### config.mk
export PLATFORM = sky130hd
export DESIGN_NAME = tx_len_mux_streamer
export DESIGN_NICKNAME = d
export VERILOG_FILES = /design/src/rtl/tx_len_pkg.sv /design/src/rtl/tx_len_cmd_rx.sv /design/src/rtl/tx_len_mux_streamer.sv
export SDC_FILE = /design/constraint.sdc
export NUM_CORES = 1
export LEC_CHECK = 0
export BUFFER_PORTS_ARGS = -buffer_cell sky130_fd_sc_hd__buf_2
export CORE_MARGIN = 1.5
export CORE_UTILIZATION = 45
export DETAILED_ROUTE_END_ITERATION = 8
export PLACE_DENSITY_LB_ADDON = 0.25
export SETUP_SLACK_MARGIN = 0.3
export SLEW_MARGIN = 30
export SYNTH_ARGS = -nofsm -noshare
export SYNTH_HDL_FRONTEND = slang
export SYNTH_SLANG_ARGS = --single-unit
### constraint.sdc
create_clock -name clk -period 4 [get_ports clk]
set_input_delay 0.4 -clock clk [delete_from_list [all_inputs] [get_ports clk]]
set_output_delay 0.4 -clock clk [all_outputs]
set_load 0.01 [all_outputs]
### src/rtl/tx_len_pkg.sv
// Shared types and helpers for the length-specified TX streamer.
package tx_len_pkg;

    typedef enum logic [2:0] {IDLE, CMD, CHK, HDR, STREAM} state_t;

    localparam int CMD_BYTES = 5;
    localparam int KEEP_MAX  = 128;

    // Byte-enable mask for the next beat: the low min(remaining, dw_bytes) bits set.
    function automatic logic [KEEP_MAX-1:0] keep_for(input logic [31:0] remaining,
                                                     input int          dw_bytes);
        logic [KEEP_MAX-1:0] k;
        k = '0;
        for (int i = 0; i < KEEP_MAX; i++) begin
            k[i] = (i < dw_bytes) && (32'(i) < remaining);
        end
        return k;
    endfunction

endpackage

### src/rtl/tx_len_cmd_rx.sv
// Collects the 5-byte command (channel, then 32-bit length LSB first) from the byte stream.
module tx_len_cmd_rx
    import tx_len_pkg::*;
(
    input  logic        clk,
    input  logic        rstn,
    input  logic        en,
    input  logic        i_tvalid,
    input  logic [7:0]  i_tdata,
    output logic        i_tready,
    output logic        cmd_valid,
    output logic [7:0]  channel,
    output logic [31:0] length
);

    logic [2:0] cnt;
    logic       acc;

    assign i_tready  = en;
    assign acc       = i_tvalid && en;
    // Combinational so the FSM leaves CMD before a sixth byte can be taken.
    assign cmd_valid = acc && (cnt == 3'(CMD_BYTES - 1));

    always_ff @(posedge clk or negedge rstn) begin
        if (!rstn) begin
            cnt     <= '0;
            channel <= '0;
            length  <= '0;
        end else if (acc) begin
            case (cnt)
                3'd0:    channel        <= i_tdata;
                3'd1:    length[7:0]    <= i_tdata;
                3'd2:    length[15:8]   <= i_tdata;
                3'd3:    length[23:16]  <= i_tdata;
                default: length[31:24]  <= i_tdata;
            endcase
            cnt <= cmd_valid ? 3'd0 : cnt + 3'd1;
        end
    end

endmodule

### src/rtl/tx_len_mux_streamer.sv
// Length-specified multi-channel TX streamer. Optional header beat: define TX_LEN_HDR_EN.
//
// state  | meaning
// IDLE   | waiting for the first command byte
// CMD    | collecting the remaining command bytes
// CHK    | one cycle: validate channel and length
// HDR    | header beat presented, waiting for o_tready (TX_LEN_HDR_EN only)
// STREAM | forwarding source beats until the tlast beat is taken
module tx_len_mux_streamer
    import tx_len_pkg::*;
#(
    parameter int DW_BYTES = 4,
    parameter int NCH      = 4,
    parameter int CH_W     = (NCH > 1) ? $clog2(NCH) : 1
) (
    input  logic                      clk,
    input  logic                      rstn,
    output logic                      i_tready,
    input  logic                      i_tvalid,
    input  logic [7:0]                i_tdata,
    input  logic [NCH-1:0]            s_tvalid,
    output logic [NCH-1:0]            s_tready,
    input  logic [NCH*DW_BYTES*8-1:0] s_tdata,
    input  logic                      o_tready,
    output logic                      o_tvalid,
    output logic [DW_BYTES*8-1:0]     o_tdata,
    output logic [DW_BYTES-1:0]       o_tkeep,
    output logic                      o_tlast,
    output logic                      busy,
    output logic                      err_badch
);

    localparam int DW = DW_BYTES * 8;

    state_t          state, state_nx;
    logic [31:0]     remaining, dec;
    logic [7:0]      ch;
    logic [31:0]     cmd_len;
    logic            cmd_valid, rx_en, rx_acc;
    logic            bad_ch, cmd_go;
    logic [CH_W-1:0] sel;
    logic            src_valid;
    logic [DW-1:0]   src_data, data_m;
    logic [DW_BYTES-1:0] keep;
    logic            can_take, ld;

    tx_len_cmd_rx u_cmd_rx (
        .clk       (clk),
        .rstn      (rstn),
        .en        (rx_en),
        .i_tvalid  (i_tvalid),
        .i_tdata   (i_tdata),
        .i_tready  (i_tready),
        .cmd_valid (cmd_valid),
        .channel   (ch),
        .length    (cmd_len)
    );

    assign rx_en     = (state == IDLE) || (state == CMD);
    assign rx_acc    = i_tvalid && i_tready;
    assign bad_ch    = {1'b0, ch} >= 9'(NCH);
    assign cmd_go    = !bad_ch && (cmd_len != 32'd0);
    assign err_badch = (state == CHK) && bad_ch;
    assign busy      = (state != IDLE);
    assign sel       = ch[CH_W-1:0];

    always_comb begin
        src_valid = 1'b0;
        src_data  = '0;
        for (int c = 0; c < NCH; c++) begin
            if (sel == CH_W'(c)) begin
                src_valid = s_tvalid[c];
                src_data  = s_tdata[c*DW +: DW];
            end
        end
    end

    assign can_take = (state == STREAM) && (!o_tvalid || o_tready) && (remaining != 32'd0);
    assign ld       = can_take && src_valid;
    assign s_tready = can_take ? (NCH'(1) << sel) : '0;
    assign keep     = DW_BYTES'(keep_for(remaining, DW_BYTES));
    assign dec      = (remaining >= 32'(DW_BYTES)) ? 32'(DW_BYTES) : remaining;

    // Bytes beyond the remaining length are zeroed on the final partial beat.
    always_comb begin
        data_m = '0;
        for (int b = 0; b < DW_BYTES; b++) begin
            data_m[b*8 +: 8] = keep[b] ? src_data[b*8 +: 8] : 8'h00;
        end
    end

    always_comb begin
        state_nx = state;
        case (state)
            IDLE:   if (rx_acc) state_nx = CMD;
            CMD:    if (cmd_valid) state_nx = CHK;
            CHK: begin
                if (!cmd_go) begin
                    state_nx = IDLE;
                end else begin
`ifdef TX_LEN_HDR_EN
                    state_nx = HDR;
`else
                    state_nx = STREAM;
`endif
                end
            end
`ifdef TX_LEN_HDR_EN
            HDR:    if (o_tready) state_nx = STREAM;
`endif
            STREAM: if (o_tvalid && o_tready && o_tlast) state_nx = IDLE;
            default: state_nx = IDLE;
        endcase
    end

    always_ff @(posedge clk or negedge rstn) begin
        if (!rstn) begin
            state     <= IDLE;
            remaining <= '0;
        end else begin
            state <= state_nx;
            if (state == CHK && cmd_go) begin
                remaining <= cmd_len;
            end else if (ld) begin
                remaining <= remaining - dec;
            end
        end
    end

    always_ff @(posedge clk or negedge rstn) begin
        if (!rstn) begin
            o_tvalid <= 1'b0;
            o_tdata  <= '0;
            o_tkeep  <= '0;
            o_tlast  <= 1'b0;
        end else if (ld) begin
            o_tvalid <= 1'b1;
            o_tdata  <= data_m;
            o_tkeep  <= keep;
            o_tlast  <= (remaining <= 32'(DW_BYTES));
        end
`ifdef TX_LEN_HDR_EN
        else if (state == CHK && cmd_go) begin
            // Channel lands at [39:32] only when the beat is wide enough; truncated otherwise.
            o_tvalid <= 1'b1;
            o_tdata  <= DW'({ch, cmd_len});
            o_tkeep  <= '1;
            o_tlast  <= 1'b0;
        end
`endif
        else if (o_tready) begin
            o_tvalid <= 1'b0;
        end
    end

endmodule

# Yosys cells after proc, flatten, opt, wreduce, memory -nomap -nowiden
# Cells that the tools add are included.
# totals
regBits	116
in_bits	144
output_inout_bits	45
wordCells	89
# classes
add_sub_neg	2
magnitude_cmp	7
eq_ne	13
shifts	1
mux	24
bitwise	1
n_reduce_logical	29
# ops
op	n
32-bit two-way mux	7
1-bit by 32-bit < comparator with 1-bit output, first input constant	2
2-bit by 32-bit < comparator with 1-bit output, first input constant	2
32-bit nonzero test	2
32-bit by 3-bit >= comparator with 1-bit output, second input constant	1
32-bit by 3-bit <= comparator with 1-bit output, second input constant	1
8-bit two-way mux	4
32-bit subtractor	1
3-bit two-way mux	5
3-bit case mux with 4 select lines	1
1-bit logical AND	10
2-bit AND reduction	5
3-bit by 2-bit == test with 1-bit output, second input constant	3
8-bit by 3-bit >= comparator with 1-bit output, second input constant	1
3-bit by 1-bit == test with 1-bit output, second input constant	2
3-bit == test, second input constant	2
3-bit zero test	2
1-bit two-way mux	6
2-bit by 1-bit != test with 1-bit output, second input constant	3
2-bit == test, second input constant	2
4-bit two-way mux	1
2-bit nonzero test	2
4-bit OR reduction	1
1-bit by 2-bit left shift with 4-bit output, first input constant	1
other kinds (8)	10

# Depth between registers and ports, before layout
# Gate-level depths: netlist (run 1).
# logic_depth
depth_word	8
depth_mapped	12
mapped_depth_nobuf	10

# Modules after synthesis
# A second synthesis (run 1) with hierarchy kept.
# unflattened
hier_cells	566
hier_area_um2	6276.0
# modules_own_cells
mod	instances	cells_per_inst	area_each_um2	seq_area_each_um2
tx_len_mux_streamer	1	455	4538.1	1826.8
tx_len_cmd_rx	1	111	1737.9	1076.0

# Worst setup path before layout (run 1)
# OpenSTA, ideal clock, no wires.
# synth_path
kind	register to register
start	register remaining[26]
end	register remaining[26]
setup_time_ns	0.126
t_arrival_ns	3.023
required_time_ns	3.874
path_slack_ns	0.850
path_stages_with_launch	12
n_path_buf	1
period_less_slack_ns	3.150
path_cell_list	dfrtp_1 or4_1 buf_2 or3_4 nor4_2 nand2b_1 ha_1 inv_1 o41ai_4 nor3_1 nor3b_1 a221o_1
# synth_between
elab_chain_cells	5
elab_cells_between_ends	9
cone_classes	add/sub: 1; order compare: 1; mux: 3; reduce/logical: 4
# synth_lines
item	line	source
start: declaration	tx_len_mux_streamer.sv:36	logic [31:0] remaining, dec;
start signal: assignment	tx_len_mux_streamer.sv:123	remaining <= cmd_len;
start signal: assignment	tx_len_mux_streamer.sv:125	remaining <= remaining - dec;
32-bit by 3-bit >= comparator with 1-bit output	tx_len_mux_streamer.sv:82	assign dec = (remaining >= 32'(DW_BYTES)) ? 32'(DW_BYTES) : remaining;
32-bit two-way mux	tx_len_mux_streamer.sv:82	
32-bit subtractor	tx_len_mux_streamer.sv:125	
32-bit two-way mux	tx_len_mux_streamer.sv:124	end else if (ld) begin
32-bit two-way mux	tx_len_mux_streamer.sv:122	if (state == CHK && cmd_go) begin
# Parallel ways exist; a longest one is shown, timed or not. The select of a mux whose other input is x is not followed.
# A chain may end at the register's enable or synchronous reset.

# Worst setup path in the final report (run 1)
# Ends and elaborated chain as after synthesis.

==> results of run 1 <==
layer usage:
metal | up-vias | global-route usage
met5 | - | 0
met4 | 0 | 0.1022
met3 | 34 | 0.05802
met2 | 228 | 0.4098
met1 | 2706 | 0.3028
li1 | 2470 | -
state kept, by name (all words and copies together), names as in the netlist:
name / cells
o_tdata: 32
o_tkeep: 4
o_tlast: 1
o_tvalid: 1
remaining: 32
state: 3
u_cmd_rx.channel: 8
u_cmd_rx.cnt: 3
u_cmd_rx.length: 32
final cells by class:
type                       count  area (µm²)
tap                          176       220.2
inverter                      21       78.83
fill                        1136        5401
clock inverter                11       148.9
clock buffer                  21       470.5
antenna                        1       2.502
sequential                   116        2904
multi-input combinational    391        3088
timing repair buffer         200        1033
logic make-up (layout without fill, tap and decap cells):
family	count (synthesis)	count (layout)	share of synthesized area
mux	75	75	0.1960
buf+inv	50	253	0.03370
compound gates	98	98	0.1189
other cells	1	2	0.0006049
flops	116	116	0.4682
simple gates	211	211	0.1705
fa+ha+maj	6	6	0.01211
critical path, cell delays in order, from the launching register on:
cell and delay (ps):
dfrtp_1 400, or4_1 640, or3_4 480, nor4_2 190
nand2b_1 150, ha_1 220, inv_1 100, o41ai_4 580
nor3_1 100, nor3b_1 160, a221o_1 280
report_power, final:
group | internal (mW) | switching (mW)
clock network | 1.03 | 0.548
logic | 0.903 | 0.817
registers | 1.64 | 0.400
final timing paths:
| path | start | to | slack (ps) | cells past startpoint |
|---|---|---|---|---|
| min | rstn | u_cmd_rx.length[13] | 30 | 1 |
| min in group clk | i_tvalid | state[0] | 210 | 2 |
| min reg2reg | o_tdata[25] | o_tdata[25] | 470 | 2 |
| max | remaining[26] | remaining[26] | 590 | 10 |
| max reg2reg | remaining[26] | remaining[26] | 590 | 10 |
| max in group asynchronous | rstn | u_cmd_rx.length[2] | 3070 | 2 |
cells in the mapped netlist, types with 2 or more instances:
cell      number  area [µm²]
a211o_1        4       35.03
and3_1         3       18.77
a21oi_1       10       50.05
nor4_1        16       100.1
o41ai_4        2       55.05
o21ai_0       29       145.1
nor2_1        19       71.32
clkbuf_1      19       71.32
a21o_1         2       15.01
nand3b_1       9       67.56
or3_1          9       56.30
or4_1          8       60.06
mux2_2        41       461.7
mux4_2        33       743.2
nand2_1      101       379.1
o21ai_1        2       10.01
a221o_1        7       70.07
a22oi_1        4       30.03
inv_1         21       78.83
nand4_1        3       18.77
nor3b_1        5       37.54
nor4_2         2       25.02
o41ai_1        2       17.52
ha_1           6       75.07
buf_2          8       40.04
o41a_1         2       22.52
dfrtp_1      116        2903
o311ai_0      10       87.58
nand3_1       11       55.05
nor3_1        12       60.06
o211ai_1      12       90.09
nand2b_1       3       18.77
==> reports/metrics.yaml, run 1 <==
run_status:
  status: "completed"
clock_network:
  cts_tree: "yes"
  clk_pin_slew_ps: 60
  clockBufferDepth: 2
  cts-resized-gates: 0
  cts_buffers: 17
  h-tree-depth: 4
  cts_root_buffer: "clkbuf_16"
  cts.sinks: 116
  postCtsHoldBufs: 0
  clk-insertion-delay-late_ps: 410
  cts_setup_buffers: 0
floorplanning:
  rows: 42
  initial_core_util: 0.4645
  dieArea_mm2: 0.01449
  coreArea_mm2: 0.01335
  die_h_um: 120.4
  fp.dieW_um: 120.4
  design.portCount: 189
timing:
  fmax_mhz: 293.1
  finalSetupTns_ps: 0
  setup_violations: 0
  fin_skew_ps: 13.37
  layout_setup_ws_ps: 588.7
  tightest_slew_ps: 910.3
  slew_headroom: 0.3931
  hold_slack_ps: 25.86
  rsz0062_at_grt: "no"
  fin_crit_sh: 0.8528
  maxSlewViolCount: 0
  hold_viol: 0
  min_period_ps: 3411
layout:
  drive_gt1_frac: 0.4171
  stdcell_area_mm2: 0.007946
  finish.net_count: 897
  post-route-util: 0.5953
  layout_common_cells: "buf_2 (187), dfrtp_1 (115), nand2_1 (101)"
  stdcell_count: 937
  area_growth_pct: 28.17
  layout_commonest_cell: "buf_2"
routing:
  drt-pass1-iter-count: 5
  viasPerCell: 5.804
  drc: 0
  avgRoutedWirePerCell_um: 18.43
  initialDrtViolationCount: 374
  wl_met2_mm: 8.843
  dr_wl_met3_um: 964
  ant_nets: 0
  dr.max_layer_used: "met4"
  drt_wl_total_mm: 17.27
  m1WireLength_mm: 7.023
  via_count: 5438
setup_path:
  required_ps: 4290
  crit_type: "register to register"
  critPathMaxFanout: 7
  arrival_ps: 3700
  endpoint_kind: "register"
  startpoint_type: "register"
worst_hold_path:
  min_path_type: "input port to asynchronous set/reset pin"
place:
  placed_area_mm2: 0.007325
  dp_slack_ps: 640.5
  gp_congestion: 0.8567
  place_hpwl_mm: 12.91
  io_buffers: 188
  dpl.cell_count: 904
synthesis:
  synth_cells: 557
  synthArstFlopShare: 1.000
  synth-seq-cells: 116
  synth_nets: 707
  ys.flop_type: "dfrtp_1"
  syn_area_per_cell_um2: 11.13
  ys_types: 58
  syn_area_mm2: 0.006200
  yosys_warnings: 0
  seq_area_frac_synth: 0.4682
  synth_edf_count: 0
job:
  cap_violations: 0
global_routing:
  grt.total_usage: 0.2441
  antenna_found_initial: 1
  grt_max_degree: 54
  grt_pass1_vias: 5595
  grt_pass1_wl_mm: 27.60
  grt_overflow: 0
pwr:
  total_power_mw: 5.340
  leakagePower_nw: 3.692
  p_per_area_mw_per_mm2: 672.0
  ir_worst_vdd_v: 0.0003301
(Power assumes the default switching activity.)
==> run 2, diff against run 1 <==
- CAP_MARGIN: default -> 15
- SYNTH_HIERARCHICAL: default -> 1
- clock period: 4 -> 4.2 ns (I/O delays scaled with it)
==> run 2 against run 1 <==
  * Worst hold slack better by 31 ps
  * Sequential share of layout area down 0.16 points
  * Utilization about the same
  * Sequential cell count unchanged
  * Clock power down 6%
  * Non-clock buffer count down 2
  * Clock skew down 5.6 ps
  * Routed wire length down 0.12%
  * Largest cell class unchanged
==> reports/metrics.yaml, run 2 <==
synthesis:
  yosys.area.top_type: "dfrtp_1"
  syn_area_per_cell_um2: 11.09
  synth_edf_count: 0
  synth_top_cell_area_share: 0.4625
  yosys_warnings: 6
  yosysMostFrequentCell: "dfrtp_1"
  synth_cells: 566
  synthArstFlopShare: 1.000
  synth-seq-cells: 116
  yosys-top-cells-area: "dfrtp_1 (46%), mux4_2 (12%), mux2_2 (5.9%)"
  synth_common_cells: "dfrtp_1 (116), nand2_1 (83), mux2_2 (33), mux4_2 (33), o21ai_0 (32)"
  seq_area_frac_synth: 0.4625
  ys_types: 59
  syn_area_mm2: 0.006276
  synth_nets: 716
  ys.flop_type: "dfrtp_1"
timing:
  fmax_mhz: 270.6
  maxSlewViolCount: 0
  rsz0062_at_grt: "no"
  layout_setup_ws_ps: 505.1
  hold_viol: 0
  tightest_slew_ps: 897.1
  finalSetupTns_ps: 0
  fin_skew_ps: 7.807
  slew_headroom: 0.4007
  min_period_ps: 3695
  setup_violations: 0
  fin_crit_sh: 0.8797
setup_path:
  arrival_ps: 3270
  endpoint_kind: "output port"
  reg2reg_from: "remaining[4]"
  required_ps: 3780
  crit_slowest_cell: "or4_4"
  critical_path.cell_chain: "or4_4 > or3_4 > or4_4 > nor3_1 > buf_4 > nor2_1 > and3_1 > buf_2"
  startpoint_type: "register"
  r2r-end: "remaining[20]"
  critPathMaxFanout: 14
  crit_type: "register to output port"
  critPathMaxStageDelay_ps: 660
  r2r_cells: 7
  crit_path_frequent_cell: "or4_4"
  crit_end: "s_tready[3]"
  rrSetupSlack_ps: 870
  cp-startpoint: "remaining[4]"
clock_network:
  cts-resized-gates: 0
  cts_buffers: 17
  cts_setup_buffers: 0
  h-tree-depth: 4
  cts_root_buffer: "clkbuf_16"
  cts_tree: "yes"
  postCtsHoldBufs: 0
  clk-insertion-delay-late_ps: 410
  clockBufferDepth: 2
  cts.sinks: 116
  clk_pin_slew_ps: 50
pwr:
  p_per_area_mw_per_mm2: 413.8
  seq_power_share: 0.398
  p_clk_frac: 0.448
  p_comb_frac: 0.154
  p_int_mw: 2.445
  leakagePower_nw: 3.839
  swShare: 0.2596
  ir_worst_vdd_v: 0.0002165
  p_switching_mw: 0.8573
  total_power_mw: 3.303
floorplanning:
  rows: 42
  fp.dieW_um: 121.1
  design.portCount: 189
  dieArea_mm2: 0.01466
  initial_core_util: 0.4683
  coreArea_mm2: 0.01340
  die_h_um: 121.1
routing:
  viasPerCell: 5.790
  initialDrtViolationCount: 408
  drt_wl_total_mm: 17.24
  drt-pass1-iter-count: 4
  ant_nets: 0
  avgRoutedWirePerCell_um: 18.36
  drc: 0
  via_count: 5437
run_status:
  status: "completed"
place:
  dp_slack_ps: 727.0
  place_hpwl_mm: 12.90
  gp_congestion: 0.9023
  io_buffers: 188
  placed_area_mm2: 0.007365
global_routing:
  antenna_found_initial: 0
  grt_pass1_wl_mm: 27.87
  grt.total_usage: 0.2465
  grt_max_degree: 90
  grt_overflow: 0
  grt_pass1_vias: 5437
layout:
  area_growth_pct: 27.17
  num_antenna_cells: 0
  drive_gt1_frac: 0.4128
  finish.net_count: 900
  largestRegisters: "o_tdata x32, remaining x32, u_cmd_rx/length x32"
  stdcell_area_mm2: 0.007981
  layout_common_cells: "buf_2 (187), dfrtp_1 (115), nand2_1 (83)"
  layout_commonest_cell: "buf_2"
job:
  cap_violations: 0
worst_hold_path:
  min_path_type: "input port to asynchronous set/reset pin"
==> run 2: per-stage QoR <==
| stage | instances | util | hold slack [ps] |
|---|---|---|---|
| 2_1_floorplan | 566 | - | 124.4 |
| 3_3_place_gp | 907 | 0.5493 | 456.3 |
| 3_5_place_dp | 907 | 0.5496 | 462.3 |
| 4_1_cts | 939 | 0.5953 | 102.7 |
| 5_1_grt | 939 | 0.5956 | 135.4 |
| 6_report | 939 | 0.5956 | 56.56 |
==> run 2: cells by family after synthesis <==
kind of cell | Yosys count | synth area share
and+or+nand+nor | 219 | 0.1748
DFF | 116 | 0.4625
AOI/OAI and AO/OA | 99 | 0.1152
muxes | 75 | 0.1984
buffers and inverters | 48 | 0.03369
adders and majority gates | 6 | 0.01196
xor gates and xnor gates | 2 | 0.002792
other | 1 | 0.0005975
==> run 2: area by class of cell <==
cell class	count	area [µm²]
fill	1125	5419
multi-input combinational	402	3166
sequential	116	2904
timing repair buffer	198	1022
clock buffer	23	488.0
tap	176	220.2
clock inverter	9	125.1
inverter	15	56.30
==> run 2: how the worst min path moves through the flow <==
stage	cells after the start	slack, ps	end	start
2_1_floorplan	0	120	o_tdata[0]	rstn
3_3_place_gp	2	460	o_tdata[25]	o_tdata[25]
3_5_place_dp	2	460	o_tdata[30]	o_tdata[30]
4_1_cts	1	100	remaining[13]	rstn
5_1_grt	1	140	remaining[14]	rstn
6_report	1	60	remaining[12]	rstn
==> run 2: worst max-delay path, delay by kind of cell, from the launching register on <==
kind	cells	cell delay [ps]
AND/OR/NAND/NOR	6	2110
buffers and inverters	2	340
flip-flops	1	420
==> run 2: power groups by stage <==
stage / registers (mW) / logic, mW / clock network (mW)
floorplan: 1.31 / 0.281 / 0
global placement: 1.32 / 0.493 / 0
detailed placement: 1.33 / 0.508 / 0
CTS: 1.31 / 0.509 / 1.50
global route: 1.33 / 0.561 / 1.56
finish: 1.32 / 0.508 / 1.48
==> run 2: metal layers <==
layer,GRT usage,share of wire,vias up
met5,0,0,-
met2,0.4102,0.51,205
met3,0.05968,0.053,32
met1,0.3178,0.42,2703
li1,-,-,2497
met4,0.08088,0.025,0
